$ cat src/rtl/mem_arbiter_pkg.sv
// Shared types for the memory-port arbiter: owner encoding, FSM states and
// the round-robin pick between the instruction-cache and data-cache requesters.
package mem_arbiter_pkg;

  localparam int ADDR_W_DEF = 32;
  localparam int LINE_W_DEF = 256;

  typedef enum logic [1:0] {
    OWN_NONE = 2'b00,
    OWN_IC   = 2'b01,
    OWN_DC   = 2'b10
  } owner_e;

  typedef enum logic [1:0] {
    ST_IDLE,
    ST_BUSY_IC,
    ST_BUSY_DC,
    ST_GAP
  } state_e;

  // On a tie the requester that did not own the port last time wins.
  function automatic owner_e pick_owner(logic ic_req, logic dc_req, owner_e last_owner);
    if (ic_req && dc_req) return (last_owner == OWN_DC) ? OWN_IC : OWN_DC;
    if (ic_req)           return OWN_IC;
    if (dc_req)           return OWN_DC;
    return OWN_NONE;
  endfunction

endpackage

$ cat src/rtl/mem_arbiter.sv
// Shares the single line-wide memory port between icache and dcache; one
// transaction at a time, round-robin on contention, ack/data routed to the owner.
module mem_arbiter
  import mem_arbiter_pkg::*;
#(
  parameter int ADDR_W = ADDR_W_DEF,
  parameter int LINE_W = LINE_W_DEF
) (
  input  logic              clk_i,
  input  logic              rst_i,
  input  logic              ic_req_i,
  input  logic [ADDR_W-1:0] ic_addr_i,
  output logic [LINE_W-1:0] ic_data_o,
  output logic              ic_ack_o,
  input  logic              dc_req_i,
  input  logic              dc_write_i,
  input  logic [ADDR_W-1:0] dc_addr_i,
  input  logic [LINE_W-1:0] dc_data_i,
  output logic [LINE_W-1:0] dc_data_o,
  output logic              dc_ack_o,
  output logic              mem_enable_o,
  output logic              mem_write_o,
  output logic [ADDR_W-1:0] mem_addr_o,
  output logic [LINE_W-1:0] mem_data_o,
  input  logic [LINE_W-1:0] mem_data_i,
  input  logic              mem_ack_i,
  output logic [1:0]        owner_o
);

  state_e              state;
  owner_e              last_owner;
  owner_e              pick;
  logic [ADDR_W-1:0]   addr_q;
  logic [LINE_W-1:0]   data_q;
  logic                write_q;

  assign pick = pick_owner(ic_req_i, dc_req_i, last_owner);

  // NOTE: all state is updated with non-blocking assignments so every branch
  // sees the pre-edge values of state and last_owner.
  always_ff @(posedge clk_i or negedge rst_i) begin
    if (!rst_i) begin
      state      <= ST_IDLE;
      last_owner <= OWN_IC;
      addr_q     <= '0;
      data_q     <= '0;
      write_q    <= 1'b0;
    end else begin
      case (state)
        ST_IDLE: begin
          case (pick)
            OWN_IC: begin
              state      <= ST_BUSY_IC;
              last_owner <= OWN_IC;
              addr_q     <= ic_addr_i;
              data_q     <= '0;
              write_q    <= 1'b0;
            end
            OWN_DC: begin
              state      <= ST_BUSY_DC;
              last_owner <= OWN_DC;
              addr_q     <= dc_addr_i;
              data_q     <= dc_data_i;
              write_q    <= dc_write_i;
            end
            default: ;
          endcase
        end
        ST_BUSY_IC, ST_BUSY_DC: begin
          // Write flag drops together with enable so the GAP cycle is clean.
          if (mem_ack_i) begin
            state   <= ST_GAP;
            write_q <= 1'b0;
          end
        end
        ST_GAP:  state <= ST_IDLE;
        default: state <= ST_IDLE;
      endcase
    end
  end

  assign mem_enable_o = (state == ST_BUSY_IC) || (state == ST_BUSY_DC);
  assign mem_write_o  = write_q;
  assign mem_addr_o   = addr_q;
  assign mem_data_o   = data_q;

  assign owner_o = (state == ST_BUSY_IC) ? OWN_IC :
                   (state == ST_BUSY_DC) ? OWN_DC : OWN_NONE;

  // Acks only reach the current owner; read data is a plain pass-through.
  assign ic_ack_o  = (state == ST_BUSY_IC) && mem_ack_i;
  assign dc_ack_o  = (state == ST_BUSY_DC) && mem_ack_i;
  assign ic_data_o = mem_data_i;
  assign dc_data_o = mem_data_i;

endmodule

$ cat config.mk
export PLATFORM = sky130hd
export DESIGN_NAME = mem_arbiter
export DESIGN_NICKNAME = d
export VERILOG_FILES = /design/src/rtl/mem_arbiter_pkg.sv /design/src/rtl/mem_arbiter.sv
export SDC_FILE = /design/constraint.sdc
export NUM_CORES = 1
export LEC_CHECK = 0
export ABC_AREA = 1
export BUFFER_PORTS_ARGS = -buffer_cell sky130_fd_sc_hd__buf_2
export CAP_MARGIN = 10
export CORE_AREA = 2 2 540 542
export CTS_CLUSTER_SIZE = 40
export DETAILED_ROUTE_END_ITERATION = 8
export DIE_AREA = 0 0 542 544
export PLACE_DENSITY_LB_ADDON = 0.2
export SLEW_MARGIN = 20
export SYNTH_ARGS = -nofsm -noshare
export SYNTH_HDL_FRONTEND = slang
export SYNTH_SLANG_ARGS = --single-unit
$ cat constraint.sdc
create_clock -name clk_i -period 2.2 [get_ports clk_i]
set_input_delay 0.11 -clock clk_i [delete_from_list [all_inputs] [get_ports clk_i]]
set_output_delay 0.11 -clock clk_i [all_outputs]
set_load 0.02 [all_outputs]
==> summary.txt, run 1 <==
Pwr
  – Switching power: between 10 and 15 mW
  – Max IR drop VDD: around 570 µV
  – Internal Power: roughly 16 mW
  – Leakage: ~12 nW
  – Comb pwr share: 0.453
  – Part of the power in registers: 0.292
  – Clk network pwr share: 0.256
  – Overall Power: about 31 mW
  – Sw frac: 0.475
  – P per Cell Area: approximately 1200 nW/µm²

Timing
  – Unrepaired setup endpoints after global routing: false
  – Setup TNS: 0 ps
  – Worst slew pin tran: 562 ps
  – Final Hold Vio Count: 0
  – Worst relative slew slack: 0.625
  – Tmin final: between 2000 and 2500 ps
  – Slew Viols, Final: 0
  – Max Fclk: 494 MHz
  – Period utilization: 0.920
  – Final setup vio count: 0
  – Clock Skew: between 20 and 25 ps

Drt
  – WL final: ~130000 µm
  – DR pass1 iterations: 4
  – Detail Route Antenna Nets: 0
  – Post-detailed-route wirelength per cell: ~22 µm
  – Drt drc: 0
  – DR vias: ~14000
  – Via density: between 2 and 2.5
  – DRT iter0 DRCs: about 710

Global routing
  – Met1 Usage GRT: 0.0879
  – GR Overflow Total: 0
  – Gr busiest metal: met2
  – Number of global-route vias before repair: about 15000
  – First-pass GRT wire length: 164000 µm
  – Largest net degree at the start of global routing: between 50 and 60
  – Gr usage total: 0.0864
  – GRT met2 Usage: 0.116
  – Initial antenna violation count: 48
  – Met3 Use GR: 0.0802

Placement
  – PortBufs: ~620
  – Post-DP Area: a little under 20000 µm²
  – Dpl hpwl: 113000 µm
  – RD Place Congestion: about 0.75

Worst hold path
  – Worst hold path class: input port to flop
  – Worst hold start: dc_data_i[73]

Setup path
  – CP required: 2810 ps
  – CP Capture Type: flop
  – Crit-path slowest cell: dlygate4sd3_1
  – Launching point of the worst reg2reg path: state[0]$_DFFE_PN0P_
  – Critical path arrival: roughly 2600 ps
  – Crit path launch type: flop
  – Slowest Stage Delay on Critical Path: ~550 ps
  – Crit Path Max Fanout: 33
  – Critical path cell sequence: inv_1 -> ha_2 -> buf_6 -> nand2_1 -> nand2_1 -> nand2_1 -> dlygate4sd3_1 -> nand2_1
  – CP Class: flop to flop
  – Most used cell, CP: nand2_1
  – Critical Path Start: state[0]$_DFFE_PN0P_

Synth
  – Syn. warnings: 0
  – Count of cell types in the netlist: 19
  – Synth Instances: about 1800
  – Mean Syn Cell Area: ~8.5 µm²
  – Yosys reg bits: 293
  – Cell Area, Synth: between 15000 and 20000 µm²
  – Syn Nets: around 2400
  – Post-synthesis sequential area ratio: 0.472

Floorplanning
  – Initial Utilization: 0.0537
  – IO Count: between 1000 and 1500
  – Die Y: around 540 µm
  – Core ar.: slightly below 300000 µm²
  – Die area: ~300000 µm²
  – Die Width: between 500 and 600 µm
  – Row cnt: ~200

Finish
  – Final-stage net count: 2893
  – Cell area after layout: around 25000 µm²
  – Final core utilization: 0.0853
  – P&R area growth vs syn: 59.0%
  – Share of layout cells above drive strength 1: 0.324

CTS
  – Clock latency on the worst-skew pair: slightly below 700 ps
  – Clock root cell: clkbuf_16
  – Clk buf depth: 3
  – Sinks on Clock Net: roughly 300
  – Worst-path clk slew: approximately 50 ps
  – CTS tree: built
  – H-tree level count: 2
  – TritonCTS Buffers: 47

Job
  – Max Cap Violations: 0

Outcome
  – Outcome: finished, final reports clean
-- synth_stat cells --
cell / number / area share
buf_6: 26 / 0.019
buf_2: 37 / 0.012
dfstp_2: 1 / 0.0017
inv_2: 1 / 0.00024
nand3_1: 67 / 0.022
clkbuf_1: 9 / 0.0022
nand4_1: 32 / 0.013
dfrtp_1: 292 / 0.47
nor2_1: 3 / 0.00073
inv_4: 1 / 0.00040
o21ai_0: 3 / 0.00097
ha_1: 6 / 0.0048
nand3_4: 1 / 0.0011
nand2_4: 1 / 0.00073
nor2_8: 1 / 0.0013
inv_1: 8 / 0.0019
nand2_1: 815 / 0.20
buf_4: 516 / 0.25
nor2_4: 2 / 0.0015
-- per-stage QoR --
stage	setup WS (ps)	cells	hold WS [ps]
floorplan	616	1822	-186
global placement	155	5713	120
detailed placement	123	5713	124
CTS	45.3	6138	20.7
global route	0.356	6145	92.6
finish	176	6150	138
-- routing by layer --
metal | part of all wire | vias up
li1 | - | 6058
met1 | 0.35 | 6365
met2 | 0.39 | 1064
met3 | 0.21 | 398
met4 | 0.059 | 4
met5 | 0.00049 | -
-- path summary, 6_finish.rpt --
kind	to	slack (ps)	cells past startpoint
setup / recovery	state[1]$_DFFE_PN0P_	180	8
min in group asynchronous	mem_addr_o[6]$_DFFE_PN0P_	160	3
setup reg to reg	state[1]$_DFFE_PN0P_	180	8
hold reg to reg	mem_data_o[231]$_DFFE_PN0P_	470	2
hold / removal	mem_data_o[73]$_DFFE_PN0P_	140	4
max in group asynchronous	mem_data_o[26]$_DFFE_PN0P_	1530	4
-- registers in the layout, summed over array words and instances (netlist names) --
register     flops
state            2
last_owner       2
mem_addr_o      32
mem_write_o      1
mem_data_o     256
-- area by class of cell --
type / instances / area, µm²
multi-input cells: 931 / 3770
clock inverters: 16 / 236
repair buffers: 1022 / 7230
diodes: 10 / 25.0
clock buffers: 68 / 1290
flip-flops and latches: 293 / 7330
well taps: 3800 / 4750
fillers: 33900 / 265000
inverters: 10 / 53.8
-- power groups by stage --
| stage | clock, mW | sequential (mW) | combinational (mW) |
|---|---|---|---|
| 3_5_place_dp | 0 | 8.99 | 13.8 |
| 6_report | 7.86 | 8.96 | 13.9 |
| 5_1_grt | 8.51 | 9.25 | 15.5 |
| 3_3_place_gp | 0 | 9.05 | 13.8 |
| 2_1_floorplan | 0 | 11.3 | 5.44 |
| 4_1_cts | 8.42 | 8.99 | 14.4 |
-- cells by family (layout without fill, tap and decap cells) --
group                      after synthesis  in the layout  share of synthesized area
and+or+nand+nor                        922            922                      0.237
DFF                                    293            293                      0.472
other                                    0             10                          0
AOI/OAI and AO/OA                        3              3                   0.000967
adders and majority gates                6              6                    0.00484
buffers and inverters                  598           1116                      0.285
-- cell usage in the layout, fill, tap and decap left out --
cell,netlist,routed
nor2_1,3,3
clkinv_2,0,4
buf_16,0,1
nor2_4,2,2
buf_2,37,618
ha_2,0,1
buf_12,0,16
bufinv_16,0,4
nand2_4,1,1
clkbuf_16,0,48
buf_8,0,1
clkinv_8,0,2
inv_1,8,8
o21ai_0,3,3
clkinv_4,0,2
clkbuf_8,0,4
buf_4,516,44
dfrtp_1,292,292
inv_16,0,2
nand4_1,32,32
nand3_1,67,67
diode_2,0,10
ha_1,6,5
nand3_4,1,1
dfstp_2,1,1
dlygate4sd3_1,0,340
nor2_8,1,1
buf_6,26,1
inv_6,0,3
clkbuf_1,9,17
inv_2,1,1
nand2_1,815,815
-- worst max-delay path: cells and delay by family (launching register included) --
family / cells / cell delay [ps]
adder cells (fa/ha/maj): 1 / 200
AND/OR/NAND/NOR: 4 / 370
flip-flops: 1 / 410
buffers and inverters: 3 / 980
-- timing repair --
item | CTS | global route
resized for setup | 0 | 2
hold buffers | 341 | 0
buffers inserted | 0 | 1
hold endpoints to repair | 583 | 0
setup endpoints to repair | 0 | 6
(Power assumes the default switching activity.)
==> inputs of run 2 (changes only) <==
--- a/config.mk
+++ b/config.mk
@@ -8,10 +8,12 @@
 export ABC_AREA = 1
 export BUFFER_PORTS_ARGS = -buffer_cell sky130_fd_sc_hd__buf_2
 export CAP_MARGIN = 10
-export CORE_AREA = 2 2 540 542
+export CELL_PAD_IN_SITES_DETAIL_PLACEMENT = 1
+export CELL_PAD_IN_SITES_GLOBAL_PLACEMENT = 1
+export CORE_AREA = 2 2 541 543
 export CTS_CLUSTER_SIZE = 40
 export DETAILED_ROUTE_END_ITERATION = 8
-export DIE_AREA = 0 0 542 544
+export DIE_AREA = 0 0 543 545
 export PLACE_DENSITY_LB_ADDON = 0.2
 export SLEW_MARGIN = 20
 export SYNTH_ARGS = -nofsm -noshare
==> run 2 against run 1 <==
Die area grew 0.37%. Cell area is essentially flat. Sequential power shrank 0.6%. Setup slack lost 28 ps. Highest routed layer unchanged.
==> summary.txt, run 2 (same netlist as run 1, synthesis figures left out) <==
Floorplanning
  – Initial Utilization: 0.0535 (-0.000137)
  – IO Count: 1388 (unchanged)
  – Core ar.: 290000 µm² (+0.26%)
  – Die Width: 543 µm (+0.18%)
  – Die Y: 545 µm (+0.18%)
  – Die area: 296000 µm² (+0.37%)
  – Row cnt: 198 (unchanged)

CTS
  – TritonCTS Buffers: 47 (unchanged)
  – Worst-path clk slew: 60 ps (about the same)
  – H-tree level count: 2 (unchanged)
  – Sinks on Clock Net: 293 (unchanged)
  – Clock latency on the worst-skew pair: 680 ps (about the same)
  – Clock root cell: clkbuf_16
  – Post-CTS Setup Repair Bufs: 0 (unchanged)
  – CTS tree: built
  – Clk buf depth: 3 (unchanged)

Timing
  – Max Fclk: 487 MHz (-1.4%)
  – Setup TNS: 0 ps (unchanged)
  – WHS: 80.4 ps (-57.7 ps)
  – Slew Viols, Final: 0 (unchanged)
  – Clock Skew: 23.9 ps (-0.302 ps)
  – Period utilization: 0.933 (+0.0129)
  – Worst slew pin tran: 618 ps (+55.6 ps)
  – Worst relative slew slack: 0.588 (-0.0371)
  – Final Hold Vio Count: 0 (unchanged)
  – Tmin final: 2050 ps (+28.5 ps)
  – Final setup vio count: 0 (unchanged)
  – Unrepaired setup endpoints after global routing: false

Global routing
  – Largest net degree at the start of global routing: 65 (+23%)
  – First-pass GRT wire length: 157000 µm (-4.5%)
  – Initial antenna violation count: 22 (-54%)
  – Gr usage total: 0.0802 (-0.00622)
  – GR Overflow Total: 0 (unchanged)
  – Number of global-route vias before repair: 15500 (+5.9%)

Finish
  – Max FFs per register: 256 (unchanged)
  – Commonest cells after routing, fill and taps aside: nand2_1, buf_2, dlygate4sd3_1
  – Final-stage net count: 2882 (-0.38%)
  – Commonest non-fill, non-tap cell in the layout: nand2_1
  – P&R area growth vs syn: 59.1% (about the same)
  – Finished Layout Cells: 6233 (+1.3%)
  – Share of layout cells above drive strength 1: 0.328 (+0.00382)

Drt
  – DR vias: 13700 (-1.5%)
  – M1 WL: 45900 µm (-1.3%)
  – Top sig layer: met5
  – Met3 WL post-DR: 21000 µm (-23%)
  – WL final: 123000 µm (-7.8%)
  – Drt drc: 0 (unchanged)
  – DRT iter0 DRCs: 602 (-16%)
  – DR pass1 iterations: 6 (+2)
  – Detail Route Antenna Nets: 0 (unchanged)
  – Via density: 2.19 (-2.8%)
  – Post-detailed-route wirelength per cell: 19.7 µm (-9.0%)
  – Routed wl met2: 48500 µm (-5.8%)

Setup path
  – Critical path cell sequence: inv_1 -> ha_2 -> inv_2 -> nor2_8 -> inv_12 -> buf_12 -> nand2_1 -> nand2_1
  – Crit-path slowest cell: dfrtp_1
  – Critical path arrival: 2650 ps (+20 ps)
  – CP required: 2800 ps (about the same)
  – Slowest Stage Delay on Critical Path: 410 ps (-140 ps)
  – Crit Path Max Fanout: 64 (+94%)
  – CP Class: flop to flop
  – CP Capture Type: flop
  – Most used cell, CP: nand2_1
  – Crit path launch type: flop
  – Flop-to-flop setup slack: 150 ps (-30 ps)
  – Reg2Reg Depth: 8 (unchanged)

Placement
  – Dpl hpwl: 101000 µm (-10%)
  – Placed instance count: 5810 (+1.7%)
  – RD Place Congestion: 0.707 (-6.0%)
  – PortBufs: 619 (unchanged)

Worst hold path
  – Worst hold path class: input port to flop
  – WHS Path Cells: 6 (+2)

Pwr
  – Max IR drop VDD: 575 µV (+1.4%)
  – P per Cell Area: 1240 nW/µm² (about the same)
  – Leakage: 11.5 nW (-0.20%)

Outcome
  – Outcome: finished, final reports clean

Job
  – Max Cap Violations: 0 (unchanged)
run 2: cell types whose count changed in the layout (fill, tap and decap cells not counted), moves of 2 or more:
cell	previous run	this run
clkbuf_8	4	14
clkbuf_1	17	8
diode_2	10	2
buf_12	16	10
dlygate4sd3_1	340	334
clkinvlp_4	0	4
buf_4	44	46
clkinv_4	2	0
inv_6	3	1
run 2: layout make-up:
| class | count | area, µm² |
|---|---|---|
| well taps | 3900 | 4880 |
| inverters | 10 | 50.0 |
| fillers | 34600 | 265000 |
| diodes | 2 | 5.00 |
| flip-flops and latches | 293 | 7330 |
| repair buffers | 1011 | 7040 |
| multi-input cells | 931 | 3770 |
| clock buffers | 69 | 1400 |
| clock inverters | 17 | 236 |
run 2: worst max-delay path: cells and delay by family (launching register included):
| kind | cells | cell delay (ps) |
|---|---|---|
| buffers and inverters | 4 | 920 |
| flip-flops | 1 | 410 |
| adder cells (fa/ha/maj) | 1 | 220 |
| AND/OR/NAND/NOR | 3 | 260 |
run 2: worst paths after layout:
| path | from | to |
|---|---|---|
| worst max-delay path | state[0]$_DFFE_PN0P_ | mem_data_o[69]$_DFFE_PN0P_ |
| max in group asynchronous | rst_i | mem_data_o[120]$_DFFE_PN0P_ |
| min in group asynchronous | rst_i | mem_data_o[38]$_DFFE_PN0P_ |
| worst min-delay path | dc_req_i | mem_data_o[106]$_DFFE_PN0P_ |
| worst min register to register | mem_data_o[210]$_DFFE_PN0P_ | mem_data_o[210]$_DFFE_PN0P_ |
| worst max register to register | state[0]$_DFFE_PN0P_ | mem_data_o[69]$_DFFE_PN0P_ |
run 2: routing by layer:
layer,global-route usage,vias up
li1,-,6027
met1,0.0852,6379
met2,0.112,906
met3,0.0609,360
met4,0.0441,8
met5,0.0117,-
run 2: timing repair:
action,in CTS,in global routing
setup endpoints to repair,0,1
hold buffers,335,0
gates resized for setup,0,1
hold endpoints to repair,467,0
run 2: metrics by stage:
stage / total power, mW / setup WS [ps] / instance area (µm²) / util
final: 30.7 / 147 / 24700 / 0.0852
after floorplan: 16.7 / 616 / 15500 / -
after detailed placement: 22.7 / 130 / 19700 / 0.0679
after global routing: 33.4 / 2.65 / 24700 / 0.0852
after CTS: 32.1 / 70.5 / 24700 / 0.0851
after global placement: 22.7 / 140 / 19700 / 0.0679
run 2: where the power goes:
group	total [mW]	switching [mW]	internal [mW]
Combinational	13.6	9.77	3.83
Clock	8.21	3.33	4.88
Sequential	8.91	1.35	7.56
Total	30.7	14.4	16.3
==> inputs of run 3 (changes only) <==
--- a/config.mk
+++ b/config.mk
@@ -10,10 +10,10 @@
 export CAP_MARGIN = 10
 export CELL_PAD_IN_SITES_DETAIL_PLACEMENT = 1
 export CELL_PAD_IN_SITES_GLOBAL_PLACEMENT = 1
-export CORE_AREA = 2 2 541 543
+export CORE_AREA = 2 2 536 538
 export CTS_CLUSTER_SIZE = 40
 export DETAILED_ROUTE_END_ITERATION = 8
-export DIE_AREA = 0 0 543 545
+export DIE_AREA = 0 0 538 540
 export PLACE_DENSITY_LB_ADDON = 0.2
 export SLEW_MARGIN = 20
 export SYNTH_ARGS = -nofsm -noshare
==> constraint.sdc (replaced) <==
create_clock -name clk_i -period 2.41 [get_ports clk_i]
set_input_delay 0.1205 -clock clk_i [delete_from_list [all_inputs] [get_ports clk_i]]
set_output_delay 0.1205 -clock clk_i [all_outputs]
set_load 0.02 [all_outputs]
==> run 3 against run 2 <==
Cell area shrank 1.0%. Clock power decreased by 6.7%. Non-clock buffer count is 17 lower. Clock skew grew 11 ps. Maximum frequency is 7.8% lower. Hold slack better by 40 ps. Critical endpoint is now mem_addr_o[17]$_DFFE_PN0P_. First-iteration DRC count is 14% lower. Flip-flop and latch count is the same. Register-to-register slack improved by 40 ps. Count of clock-buffer cells in the layout increased by 4. Global-route usage is 0.33 points higher. Highest routed layer unchanged.
==> summary.txt, run 3 (same netlist as run 1, synthesis figures left out) <==
Outcome
  – Outcome: finished, final reports clean

Finish
  – Cell area after layout: 24500 µm² (-1.0%)
  – Share of layout cells above drive strength 1: 0.321 (-0.00665)
  – Finished Layout Cells: 6090 (-2.3%)
  – Commonest cells after routing, fill and taps aside: nand2_1, buf_2, dlygate4sd3_1
  – P&R area growth vs syn: 57.5%
  – Max FFs per register: 256 (unchanged)
  – Final-stage net count: 2869 (-0.45%)
  – Commonest non-fill, non-tap cell in the layout: nand2_1

Placement
  – PortBufs: 619 (unchanged)
  – Placed instance count: 5651 (-2.7%)
  – Dpl hpwl: 101000 µm (about the same)
  – Post-DP Area: 19400 µm² (-1.6%)
  – RD Place Congestion: 0.735 (+4.0%)
  – Place WS: 372 ps (+242 ps)

CTS
  – Clk buf depth: 3 (unchanged)
  – Post-CTS Setup Repair Bufs: 0 (unchanged)
  – Clock root cell: clkbuf_16
  – TritonCTS Buffers: 51 (+8.5%)
  – H-tree level count: 2 (unchanged)
  – Sinks on Clock Net: 293 (unchanged)
  – CTS tree: built
  – Clock latency on the worst-skew pair: 720 ps (+40 ps)
  – Worst-path clk slew: 60 ps (about the same)

Timing
  – Period utilization: 0.924 (-0.00893)
  – Tmin final: 2230 ps (+174 ps)
  – Final setup vio count: 0 (unchanged)
  – Unrepaired setup endpoints after global routing: false
  – Clock Skew: 35.2 ps (+11.3 ps)
  – Worst slew pin tran: 588 ps (-29.7 ps)
  – Max Fclk: 449 MHz (-7.8%)
  – Setup TNS: 0 ps (unchanged)
  – Worst relative slew slack: 0.608 (+0.0198)
  – Slew Viols, Final: 0 (unchanged)
  – Final Worst Setup Slack: 183 ps (+35.6 ps)
  – Final Hold Vio Count: 0 (unchanged)

Drt
  – DR pass1 iterations: 5 (-1)
  – DRT iter0 DRCs: 520 (-14%)
  – DR vias: 13700 (+0.18%)
  – Detail Route Antenna Nets: 0 (unchanged)
  – Via density: 2.25 (+2.5%)
  – Post-detailed-route wirelength per cell: 20.6 µm (+4.2%)
  – Drt drc: 0 (unchanged)
  – WL final: 125000 µm (+1.8%)

Setup path
  – Critical path cell sequence: inv_1 -> ha_2 -> inv_2 -> nor2_8 -> buf_6 -> nand3_1 -> nand3_1 -> dlygate4sd3_1
  – Most used cell, CP: nand3_1
  – Critical path arrival: 2860 ps (+210 ps)
  – Crit-path slowest cell: dlygate4sd3_1
  – CP Capture Type: flop
  – Crit. path cell count: 8 (unchanged)
  – Crit Path Max Fanout: 20 (-69%)
  – Buf/Inv on CP: 4 (unchanged)
  – Reg2Reg Depth: 8 (unchanged)
  – Cell family with most CP delay: buffers and inverters
  – CP required: 3050 ps (+250 ps)
  – CP Class: flop to flop
  – Slowest Stage Delay on Critical Path: 540 ps (+130 ps)
  – Crit path launch type: flop

Pwr
  – Overall Power: 28.4 mW (-7.7%)
  – P per Cell Area: 1160 nW/µm² (-6.7%)
  – Max IR drop VDD: 522 µV (-9.3%)
  – Leakage: 11.5 nW (-0.64%)

Floorplanning
  – Initial Utilization: 0.0546 (+0.00106)
  – Core ar.: 284000 µm² (-1.9%)
  – Die Width: 538 µm (-0.92%)
  – Row cnt: 196 (-1.0%)
  – IO Count: 1388 (unchanged)
  – Die Y: 540 µm (-0.92%)
  – Die area: 291000 µm² (-1.8%)

Global routing
  – Gr busiest metal: met2
  – Met1 Usage GRT: 0.0871 (+0.00187)
  – Number of global-route vias before repair: 15100 (-2.6%)
  – GR Overflow Total: 0 (unchanged)
  – Met3 Use GR: 0.0688 (+0.00784)
  – Largest net degree at the start of global routing: 81 (+25%)
  – GRT met2 Usage: 0.113 (+0.00125)
  – Initial antenna violation count: 34 (+55%)
  – Gr usage total: 0.0835 (+0.00326)
  – First-pass GRT wire length: 159000 µm (+1.3%)

Worst hold path
  – WHS Path Cells: 4 (-2)
  – Worst hold path class: input port to flop

Job
  – Max Cap Violations: 0 (unchanged)
-- run 3: layout make-up --
class / count / area (µm²)
Fill cell: 33900 / 260000
Tap cell: 3762 / 4710
Antenna cell: 11 / 27.5
Clock inverter: 16 / 153
Timing Repair Buffer: 994 / 6930
Sequential cell: 293 / 7330
Inverter: 10 / 53.8
Clock buffer: 73 / 1480
Multi-Input combinational cell: 931 / 3770
-- run 3: report_power, final --
group          internal [mW]  switching, mW  leakage (nW)
Clock                   4.35           3.31         0.797
Combinational           3.67           8.90          6.90
Sequential              6.90           1.23          3.76
Total                   14.9           13.4          11.5
-- run 3: worst reg2reg max path, cell delays in order, from the launching register on --
cell	delay, ps
dfrtp_1	410
inv_1	150
ha_2	220
inv_2	80
nor2_8	210
buf_6	260
nand3_1	190
nand3_1	120
dlygate4sd3_1	540
-- run 3: final timing paths --
kind / from / to / slack, ps
setup / recovery: state[0]$_DFFE_PN0P_ / mem_addr_o[17]$_DFFE_PN0P_ / 180
hold / removal: dc_data_i[27] / mem_data_o[27]$_DFFE_PN0P_ / 120
setup reg to reg: state[0]$_DFFE_PN0P_ / mem_addr_o[17]$_DFFE_PN0P_ / 180
hold reg to reg: mem_data_o[152]$_DFFE_PN0P_ / mem_data_o[152]$_DFFE_PN0P_ / 470
max in group asynchronous: rst_i / mem_data_o[63]$_DFFE_PN0P_ / 1640
min in group asynchronous: rst_i / mem_addr_o[17]$_DFFE_PN0P_ / 180
-- run 3: metal layers --
metal / wire length, µm / part of all wire
met1: 45300 / 0.36
met2: 48000 / 0.38
met5: 68 / 0.00054
met4: 8160 / 0.065
met3: 23700 / 0.19
-- run 3: timing repair --
item / in CTS / in global routing
endpoints found under the setup margin: 0 / 6
resized for setup: 0 / 2
hold buffers: 339 / 0
endpoints found under the hold margin: 510 / 0
-- run 3: per-stage QoR --
| stage | hold slack [ps] | utilization |
|---|---|---|
| 5_1_grt | 71.0 | 0.0859 |
| 6_report | 121 | 0.0860 |
| 3_3_place_gp | 162 | 0.0681 |
| 4_1_cts | 2.18 | 0.0859 |
| 2_1_floorplan | -175 | - |
| 3_5_place_dp | 153 | 0.0681 |
